<file path="src/rtl/cpu_pkg.sv">
// Shared opcode, ALU select and FSM state definitions for the control path.
package cpu_pkg;

  localparam logic [3:0] OP_ADDI  = 4'b1000;
  localparam logic [3:0] OP_BEQZ  = 4'b1010;
  localparam logic [3:0] OP_BGTZ  = 4'b1011;
  localparam logic [3:0] OP_JMP   = 4'b1100;
  localparam logic [3:0] OP_STORE = 4'b1101;
  localparam logic [3:0] OP_HALT  = 4'b1111;

  // R-type opcodes 0000-0111 map straight onto codes 0-7
  localparam logic [3:0] ALU_ADD    = 4'd0;
  localparam logic [3:0] ALU_SUB    = 4'd1;
  localparam logic [3:0] ALU_AND    = 4'd2;
  localparam logic [3:0] ALU_OR     = 4'd3;
  localparam logic [3:0] ALU_XOR    = 4'd4;
  localparam logic [3:0] ALU_SLL    = 4'd5;
  localparam logic [3:0] ALU_SRL    = 4'd6;
  localparam logic [3:0] ALU_SLT    = 4'd7;
  localparam logic [3:0] ALU_PASS_A = 4'd8;

  typedef enum logic [2:0] {
    StFetch,
    StDecode,
    StExecute,
    StWriteback,
    StHalt
  } state_t;

  typedef struct packed {
    logic [2:0]  rd;
    logic [2:0]  rs;
    logic [2:0]  rt;
    logic [15:0] imm_data;
    logic [7:0]  target;
    logic [3:0]  alu_sel;
    logic        imm_sel;
    logic        wr_rf;
    logic        wr_mem;
    logic        beqz;
    logic        bgtz;
    logic        jmp;
    logic        halt;
  } decode_t;

endpackage

</file>
<file path="src/rtl/instr_decoder.sv">
// Purely combinational decode of a 16-bit instruction word into control fields.
module instr_decoder
  import cpu_pkg::*;
(
  input  logic [15:0] instr_i,
  output decode_t     dec_o
);

  logic [3:0] op;
  assign op = instr_i[15:12];

  always_comb begin
    dec_o          = '0;
    dec_o.rd       = instr_i[11:9];
    dec_o.rs       = instr_i[8:6];
    dec_o.rt       = instr_i[5:3];
    dec_o.imm_data = {{10{instr_i[5]}}, instr_i[5:0]};
    dec_o.target   = instr_i[7:0];
    dec_o.alu_sel  = ALU_ADD;
    if (!op[3]) begin
      dec_o.alu_sel = {1'b0, op[2:0]};
      dec_o.wr_rf   = 1'b1;
    end else begin
      case (op)
        OP_ADDI: begin
          dec_o.imm_sel = 1'b1;
          dec_o.wr_rf   = 1'b1;
        end
        OP_BEQZ: begin
          dec_o.alu_sel = ALU_PASS_A;
          dec_o.beqz    = 1'b1;
        end
        OP_BGTZ: begin
          dec_o.alu_sel = ALU_PASS_A;
          dec_o.bgtz    = 1'b1;
        end
        OP_JMP:   dec_o.jmp = 1'b1;
        OP_STORE: begin
          dec_o.imm_sel = 1'b1;
          dec_o.wr_mem  = 1'b1;
        end
        OP_HALT:  dec_o.halt = 1'b1;
        default:  ;
      endcase
    end
  end

endmodule

</file>
<file path="src/rtl/control_unit.sv">
// Multi-cycle FSM controller: owns pc, instruction register and write strobes.
module control_unit
  import cpu_pkg::*;
#(
  parameter int unsigned PC_W = 8
) (
  input  logic            clock,
  input  logic            reset,
  input  logic            enable,
  input  logic [15:0]     instr,
  input  logic            zero_flag,
  input  logic            pos_flag,
  output logic [PC_W-1:0] pc,
  output logic [2:0]      rs_addr,
  output logic [2:0]      rt_addr,
  output logic [2:0]      rd_addr,
  output logic [15:0]     imm_data,
  output logic [3:0]      alu_sel,
  output logic            imm_sel,
  output logic            rf_write,
  output logic            mem_write,
  output logic            halted
);

  state_t          state_q;
  logic [PC_W-1:0] pc_q;
  logic [15:0]     ir_q;
  logic            rf_write_q;
  logic            mem_write_q;
  logic            halted_q;

  decode_t         dec;
  logic            taken;
  logic [PC_W-1:0] br_off;
  logic [PC_W-1:0] jmp_tgt;

  instr_decoder u_instr_decoder (
    .instr_i (ir_q),
    .dec_o   (dec)
  );

  assign taken   = (dec.beqz & zero_flag) | (dec.bgtz & pos_flag & ~zero_flag);
  assign br_off  = PC_W'($signed(dec.imm_data));
  assign jmp_tgt = PC_W'(dec.target);

  always_ff @(posedge clock or posedge reset) begin
    if (reset) begin
      state_q     <= StFetch;
      pc_q        <= '0;
      ir_q        <= '0;
      rf_write_q  <= 1'b0;
      mem_write_q <= 1'b0;
      halted_q    <= 1'b0;
    end else if (enable) begin
      unique case (state_q)
        StFetch: begin
          ir_q    <= instr;
          pc_q    <= pc_q + PC_W'(1);
          state_q <= StDecode;
        end
        StDecode: state_q <= StExecute;
        StExecute: begin
          // pc already points past this instruction, so offsets are relative to pc+1
          if (dec.jmp) begin
            pc_q <= jmp_tgt;
          end else if (taken) begin
            pc_q <= pc_q + br_off;
          end
          if (dec.halt) begin
            state_q  <= StHalt;
            halted_q <= 1'b1;
          end else if (dec.wr_rf || dec.wr_mem) begin
            state_q     <= StWriteback;
            rf_write_q  <= dec.wr_rf;
            mem_write_q <= dec.wr_mem;
          end else begin
            state_q <= StFetch;
          end
        end
        StWriteback: begin
          rf_write_q  <= 1'b0;
          mem_write_q <= 1'b0;
          state_q     <= StFetch;
        end
        StHalt: ;
        default: state_q <= StFetch;
      endcase
    end
  end

  assign pc        = pc_q;
  assign rd_addr   = dec.rd;
  assign rs_addr   = dec.rs;
  assign rt_addr   = dec.rt;
  assign imm_data  = dec.imm_data;
  assign alu_sel   = dec.alu_sel;
  assign imm_sel   = dec.imm_sel;
  assign rf_write  = rf_write_q;
  assign mem_write = mem_write_q;
  assign halted    = halted_q;

endmodule

</file>
<file path="config.mk">
export PLATFORM = sky130hd
export DESIGN_NAME = control_unit
export DESIGN_NICKNAME = d
export VERILOG_FILES = /design/src/rtl/cpu_pkg.sv /design/src/rtl/instr_decoder.sv /design/src/rtl/control_unit.sv
export SDC_FILE = /design/constraint.sdc
export NUM_CORES = 1
export LEC_CHECK = 0
export CORE_ASPECT_RATIO = 0.5
export CORE_MARGIN = 2
export CORE_UTILIZATION = 51
export CTS_CLUSTER_DIAMETER = 150
export DETAILED_ROUTE_END_ITERATION = 8
export PLACE_DENSITY = 0.91
export SYNTH_ARGS = -nofsm -noshare
export SYNTH_HDL_FRONTEND = slang
export SYNTH_SLANG_ARGS = --single-unit
</file>
<file path="constraint.sdc">
create_clock -name clock -period 6 [get_ports clock]
set_input_delay 1.2 -clock clock [delete_from_list [all_inputs] [get_ports clock]]
set_output_delay 1.2 -clock clock [all_outputs]
set_load 0.01 [all_outputs]
</file>
Word-level counts from Yosys, hierarchy flattened
Cells that the tools add are included.
- bits in registers: 30
- bits of input ports: 21
- word-level logic and storage cells: 62
- add/subtract/negate cells: 2
- equal/unequal tests: 13
- mux-type cells: 24
- bitwise operators: 6
- reductions and logical operators: 11
- operators by type and width (cell ; number):
    equality test 4 bit (second input constant) ; 6
    2-to-1 mux 8 bit ; 2
    case mux 8 bit (2 select lines) ; 1
    2-to-1 mux 1 bit ; 13
    case mux 3 bit (4 select lines) ; 1
    adder 8 x 1 -> 8 bit (second input constant) ; 1
    adder 8 bit ; 1
    2-to-1 mux 4 bit ; 2
    equality test 3 x 2 -> 1 bit (second input constant) ; 2
    AND reduction 3 bit ; 2
    2-to-1 mux 5 bit ; 1
    inequality test 2 bit (second input constant) ; 2
    case mux 1 bit (2 select lines) ; 2
    AND reduction 2 bit ; 2
    AND reduction 4 bit ; 1
    nonzero test 2 bit ; 2
    OR reduction 2 bit ; 2
    bitwise AND 1 bit ; 3
    equality test 3 x 1 -> 1 bit (second input constant) ; 1
    equality test 3 bit (second input constant) ; 1
    logical NOT 3 bit ; 1
    2-to-1 mux 3 bit ; 1
    inequality test 3 bit (second input constant) ; 1
    2-to-1 mux 2 bit ; 1
    3 further kinds ; 4

Depth between registers and ports, before layout
Gate-level depths: netlist (run 1).
- word-level depth: 9
- gate-level depth with buffers: 8

Modules after synthesis
From an unflattened synthesis (run 1), not the netlist that was laid out.
- cell total of the unflattened synthesis: 233
- area, all modules: 2242.2 um^2
- modules (own cells, without submodules) (module ; times used ; cells an instance ; area an instance (um^2) ; sequential area each (um^2)):
    control_unit ; 1 ; 184 ; 1870.5 ; 750.7
    instr_decoder ; 1 ; 49 ; 371.6 ; 0.0

Least setup slack after synthesis (run 1)
Ideal clock, no wire load.
- path kind: input port to flip-flop
- start point: in enable
- end point: reg pc_q[7], in the netlist pc[7]
- arrival: 2567 ps
- data required time: 5935 ps
- setup slack: 3367 ps
- stages: 6
- buffers on the path: 1
- path through: or4b_1 -> buf_2 -> or4_1 -> and3_1 -> o2111ai_1 -> a211o_1
- longest elaborated chain between the ends: 1
- RTL lines (item ; RTL line ; RTL):
    start, declared ; control_unit.sv:9 ; input logic enable,
    AND reduction 3 bit (no source line) ; - ;
    end signal, assigned ; control_unit.sv:58 ; pc_q <= pc_q + PC_W'(1);
    end signal, assigned ; control_unit.sv:65 ; pc_q <= jmp_tgt;
    end signal, assigned ; control_unit.sv:67 ; pc_q <= pc_q + br_off;
    end, declared ; control_unit.sv:26 ; logic [PC_W-1:0] pc_q;
Every way passes these cells.
A chain may end at the register's enable or synchronous reset.

Worst setup path in the final report (run 1)
Same ends and word-level chain as after synthesis.

==> results of run 1 <==
## registers in the layout (all words and copies together), names as in the netlist
name	cells
ir_q	16
pc	8
state_q	3
halted	1
mem_write	1
rf_write	1
## through the flow
stage | instances | power (mW) | hold slack [ns] | util
global route | 314 | 1.77 | 0.492 | 0.678
CTS | 314 | 1.65 | 0.471 | 0.678
detailed placement | 306 | 1.47 | 0.457 | 0.655
finish | 314 | 1.66 | 0.464 | 0.678
floorplan | 224 | 1.15 | 0.481 | -
global placement | 306 | 1.41 | 0.450 | 0.655
## routing by layer
| layer | vias up | track usage | share of wire |
|---|---|---|---|
| li1 | 872 | - | - |
| met4 | 0 | 0.117 | 0.011 |
| met2 | 79 | 0.400 | 0.49 |
| met3 | 11 | 0.0474 | 0.069 |
| met5 | - | 0 | 0 |
| met1 | 906 | 0.337 | 0.43 |
## cells in the mapped netlist (5+ instances only)
cell / count
inv_1: 9
mux2_2: 18
nor2b_1: 7
ha_1: 8
nand3_1: 6
clkbuf_1: 7
dfrtp_1: 30
a21oi_1: 6
buf_4: 25
nand2_1: 11
o21ai_0: 11
a211oi_1: 5
nor2_1: 8
## path summary, 6_finish.rpt
kind / to / slack (ns) / cells past startpoint
max: pc[7]$_DFFE_PP0P_ / 2.62 / 6
min: halted$_DFFE_PP0P_ / 0.46 / 1
max reg2reg: pc[7]$_DFFE_PP0P_ / 3.53 / 6
min reg2reg: halted$_DFFE_PP0P_ / 0.46 / 1
max in group asynchronous: state_q[1]$_DFFE_PP0P_ / 3.79 / 2
min in group asynchronous: ir_q[14]$_DFFE_PP0P_ / 1.51 / 2
## final cells by class
| type | instances | area (sq um) | area share |
|---|---|---|---|
| multi-input combinational | 150 | 1120 | 0.416 |
| sequential | 30 | 751 | 0.279 |
| timing repair buffer | 63 | 626 | 0.233 |
| clock buffer | 7 | 86.3 | 0.0321 |
| tap | 54 | 67.6 | 0.0252 |
| inverter | 9 | 33.8 | 0.0126 |
| clock inverter | 1 | 5.00 | 0.00186 |
## kinds of logic after synthesis
logic type                 count (synthesis)  share of synthesized area
muxes                                     18                     0.0951
and+or+nand+nor                           65                      0.181
DFF                                       30                      0.352
buffers and inverters                     44                      0.123
xor gates and xnor gates                   2                    0.00822
AOI/OAI and AO/OA                         56                      0.183
adders and majority gates                  9                     0.0564
## report_power, final
part / switching (mW) / internal, mW / leakage (nW)
combinational: 0.488 / 0.545 / 0.702
clock: 0.0794 / 0.0924 / 0.0482
sequential: 0.162 / 0.298 / 0.362
==> flow_metrics.tcl, run 1 <==
set metrics [dict create \
    cts.htree.levels 2 \
    rsz0062_at_grt "false" \
    yosysWarnings 0 \
    drc 0 \
    synth-seq-cells 30 \
    die_w_microns 95.4 \
    final_cell_mix "clkdlybuf4s50_1, dfrtp_1, mux2_2" \
    ys_async_sr_fraction 1.00 \
    period_share 0.563 \
    overflow 0 \
    drt_pre_antenna_iters 4 \
    ant_nets 0 \
    place_congestion 0.842 \
    cpPeakStageDelay_ns 0.83 \
    cp-startpoint "enable" \
    antenna_cells 0 \
    synth_area_leaders "dfrtp_1, mux2_2, buf_4" \
    clk_pin_slew_ns 0.06 \
    cts.sinks 30 \
    syn_nets 254 \
    layout_commonest_cell "clkdlybuf4s50_1" \
    grt_pass1_vias 1838 \
    postCtsHoldBufs 0 \
    setup_tns_ns 0 \
    netlist_area_sq_um 2130 \
    period_needed_ns 3.38 \
    syn_inst 224 \
    drtIter0Drc 254 \
    hold_violations 0 \
    drv_cap 0 \
    placed_cell_area_sq_um 2590 \
    crit_family "simple AND/OR/NAND/NOR gates" \
    max_freq_mhz 296 \
    grt_max_degree 31 \
    grt_usage 0.252 \
    ys_seq_area_frac 0.352 \
    nFillCells 285 \
    grt_pass1_wl_mm 8.98 \
    cp_data_arrival_time_ns 3.61 \
    ys_types 50 \
    row_count 16 \
    status "finished, final reports clean" \
    routedWlPerCell_microns 17.7 \
    max-slew-margin-rel 0.236 \
    drive_gt1_frac 0.115 \
    vias 1868 \
    cts_tree "done" \
    wl_mm 5.57 \
    syn_avg_cell_area_sq_um 9.51 \
    io_pins 62 \
    crit_type "in2reg" \
    powerDensity_nw_per_um2 619 \
    end_kind "register" \
    final_max_slew_viol_count 0 \
    vias_per_cell 5.95 \
    dieArea_sq_um 4740 \
    netlist.area_leader.share 0.352 \
    cp_slowest_cell "or4b_1" \
    setup_viol_count_final 0 \
    r2r_start "ir_q[5]$_DFFE_PP0P_" \
    postLayoutCellArea_sq_um 2690 \
    synthFlopType "dfrtp_1" \
    portBuffers 61 \
    crit_required_ns 6.23 \
    vdd_drop_max_v 0.000315 \
    die_h_microns 49.7 \
    start_util 0.538 \
    synth_largest_area_cell "dfrtp_1" \
    cts_root_buffer "clkbuf_8" \
    synth_edf_count 0 \
    area_growth_pct 26.1 \
    worstHoldPathType "reg2reg" \
    layout.nets 289 \
    clk_latency_ns 0.29 \
    cts_buffers 5 \
    crit_chain "clkdlybuf4s50_1 -> or4b_1 -> or4_1 -> and3_1 -> o2111ai_1 -> a211o_1" \
    hold_start "halted$_DFFE_PP0P_" \
    cts_resized 0 \
    worst-slew-pin-transition_ns 1.15 \
    cts_setup_buffers 0 \
    hpwl_mm 4.01 \
    cts.path.max_buffers 2 \
    path_max_fanout 16 \
    core_sq_um 3960 \
    cp_num_buf_inv 1 \
    setup_slack_ns 2.62 \
    start_kind "input port" \
    fin_worst_skew_ns 0.00318 \
    antenna_found_initial 0 \
    leakagePower_nw 1.11 \
    pre_cts_slack_ns 2.33 \
]
(Power assumes the default switching activity.)
==> run 2, diff against run 1 <==
--- a/config.mk
+++ b/config.mk
@@ -7,10 +7,10 @@
 export LEC_CHECK = 0
 export CORE_ASPECT_RATIO = 0.5
 export CORE_MARGIN = 2
-export CORE_UTILIZATION = 51
+export CORE_UTILIZATION = 48
 export CTS_CLUSTER_DIAMETER = 150
 export DETAILED_ROUTE_END_ITERATION = 8
-export PLACE_DENSITY = 0.91
+export PLACE_DENSITY = 0.87
 export SYNTH_ARGS = -nofsm -noshare
 export SYNTH_HDL_FRONTEND = slang
 export SYNTH_SLANG_ARGS = --single-unit
==> constraint.sdc (replaced) <==
create_clock -name clock -period 3.3 [get_ports clock]
set_input_delay 0.66 -clock clock [delete_from_list [all_inputs] [get_ports clock]]
set_output_delay 0.66 -clock clock [all_outputs]
set_load 0.01 [all_outputs]
==> run 2 against run 1 <==
Effect of this change: clock skew up 0.0082 ns; flip-flop and latch count unchanged; cell area up 0.70%; non-clock buffer count up 2; wire length down 8.8%; power up 80%; worst hold slack better by 0.0063 ns; die area up 5.9%.
==> flow_metrics.tcl, run 2 (synthesis gave the netlist of run 1 again) <==
set metrics [dict create \
    postCtsHoldBufs 0 \
    max-slew-margin-rel 0.567 \
    hold_violations 0 \
    vias 1841 \
    power.total_mw 2.99 \
    leakagePower_nw 1.12 \
    postLayoutCellArea_sq_um 2710 \
    place_congestion 0.906 \
    core_sq_um 4340 \
    period_share 0.741 \
    clk_latency_ns 0.28 \
    die_h_microns 51.1 \
    crit_type "reg2out" \
    routedWlPerCell_microns 15.9 \
    cts.htree.levels 2 \
    area_growth_pct 27.0 \
    setup_viol_count_final 0 \
    grt_pass1_wl_mm 8.22 \
    layout.nets 291 \
    clk_pin_slew_ns 0.06 \
    die_w_microns 98.2 \
    cp_data_arrival_time_ns 1.78 \
    wl_mm 5.08 \
    path_max_fanout 11 \
    met2_length_mm 2.51 \
    top_layer "met4" \
    worst-slew-pin-transition_ns 0.648 \
    cts_resized 0 \
    intPower_mw 1.71 \
    grt_max_degree 31 \
    drive_gt1_frac 0.122 \
    portBuffers 61 \
    max_freq_mhz 409 \
    largest_reg_flops 16 \
    hpwl_mm 3.85 \
    row_count 17 \
    routedLengthMet1_mm 2.17 \
    final_max_slew_viol_count 0 \
    vdd_drop_max_v 0.000524 \
    switching_share 0.428 \
    status "finished, final reports clean" \
    clock_power_share 0.100 \
    cts_buffers 5 \
    cts_tree "done" \
    cts.path.max_buffers 2 \
    rsz0062_at_grt "false" \
    top_register "ir_q" \
    crit_required_ns 2.64 \
    final_cell_mix "clkdlybuf4s50_1, dfrtp_1, mux2_2" \
    start_kind "register" \
    antenna_cells 0 \
    vias_per_cell 5.77 \
    drv_cap 0 \
    power_frac_comb 0.624 \
    antenna_found_initial 0 \
    ant_nets 0 \
    setup_tns_ns 0 \
    post-route-util 0.623 \
    dieArea_sq_um 5020 \
    cts_setup_buffers 0 \
    worstHoldPathType "reg2reg" \
    drc 0 \
    io_pins 62 \
    p_switching_mw 1.28 \
    start_util 0.491 \
    route.met3.wl_microns 370 \
    drt_pre_antenna_iters 4 \
    cts_root_buffer "clkbuf_8" \
    end_kind "output port" \
    grt_usage 0.204 \
    drtIter0Drc 151 \
    overflow 0 \
    period_needed_ns 2.44 \
    fin_worst_skew_ns 0.0114 \
    layout_commonest_cell "clkdlybuf4s50_1" \
    grt_pass1_vias 1757 \
    pwr-share-seq 0.277 \
    powerDensity_nw_per_um2 1100 \
    cts.sinks 30 \
    placed_cell_area_sq_um 2610 \
]
## run 2: changes by cell type in the layout (fill, tap and decap cells not counted)
cell	before	now
buf_4	2	4
## run 2: layout make-up
type | instances | area (sq um)
fill | 360 | 1630
multi-input combinational | 150 | 1120
sequential | 30 | 751
timing repair buffer | 65 | 641
clock buffer | 7 | 86.3
tap | 57 | 71.3
inverter | 9 | 33.8
clock inverter | 1 | 5.00
## run 2: through the flow
step | std cells | hold WS (ns) | worst slack (ns)
global placement | 311 | 0.450 | 0.707
finish | 319 | 0.470 | 0.856
detailed placement | 311 | 0.456 | 0.668
floorplan | 224 | 0.481 | 1.18
global route | 319 | 0.506 | 0.775
CTS | 319 | 0.475 | 0.849
## run 2: metal layers
metal / vias to the layer above / global-route usage
met5: - / 0
met1: 894 / 0.253
met3: 4 / 0.0479
met4: 0 / 0.0479
met2: 65 / 0.368
li1: 878 / -
## run 2: power by group through the flow
stage | clock, mW | sequential (mW) | combinational [mW]
floorplan | 0 | 0.731 | 1.35
global placement | 0 | 0.812 | 1.76
detailed placement | 0 | 0.825 | 1.85
CTS | 0.305 | 0.820 | 1.86
global route | 0.321 | 0.867 | 2.01
finish | 0.297 | 0.828 | 1.86
## run 2: worst paths after layout
check / start / to / slack, ns / depth (start not counted)
worst max-delay path: ir_q[12]$_DFFE_PP0P_ / imm_sel / 0.86 / 3
worst min-delay path: halted$_DFFE_PP0P_ / halted$_DFFE_PP0P_ / 0.47 / 1
worst max register to register: ir_q[5]$_DFFE_PP0P_ / pc[7]$_DFFE_PP0P_ / 0.89 / 6
worst min register to register: halted$_DFFE_PP0P_ / halted$_DFFE_PP0P_ / 0.47 / 1
max in group asynchronous: reset / ir_q[7]$_DFFE_PP0P_ / 2.24 / 3
min in group asynchronous: reset / state_q[0]$_DFFE_PP0P_ / 0.78 / 3
## run 2: critical path, stage by stage (launching register included)
cell and delay, ns:
dfrtp_1 0.49, xor2_1 0.22, nor3b_1 0.22, clkdlybuf4s50_1 0.58
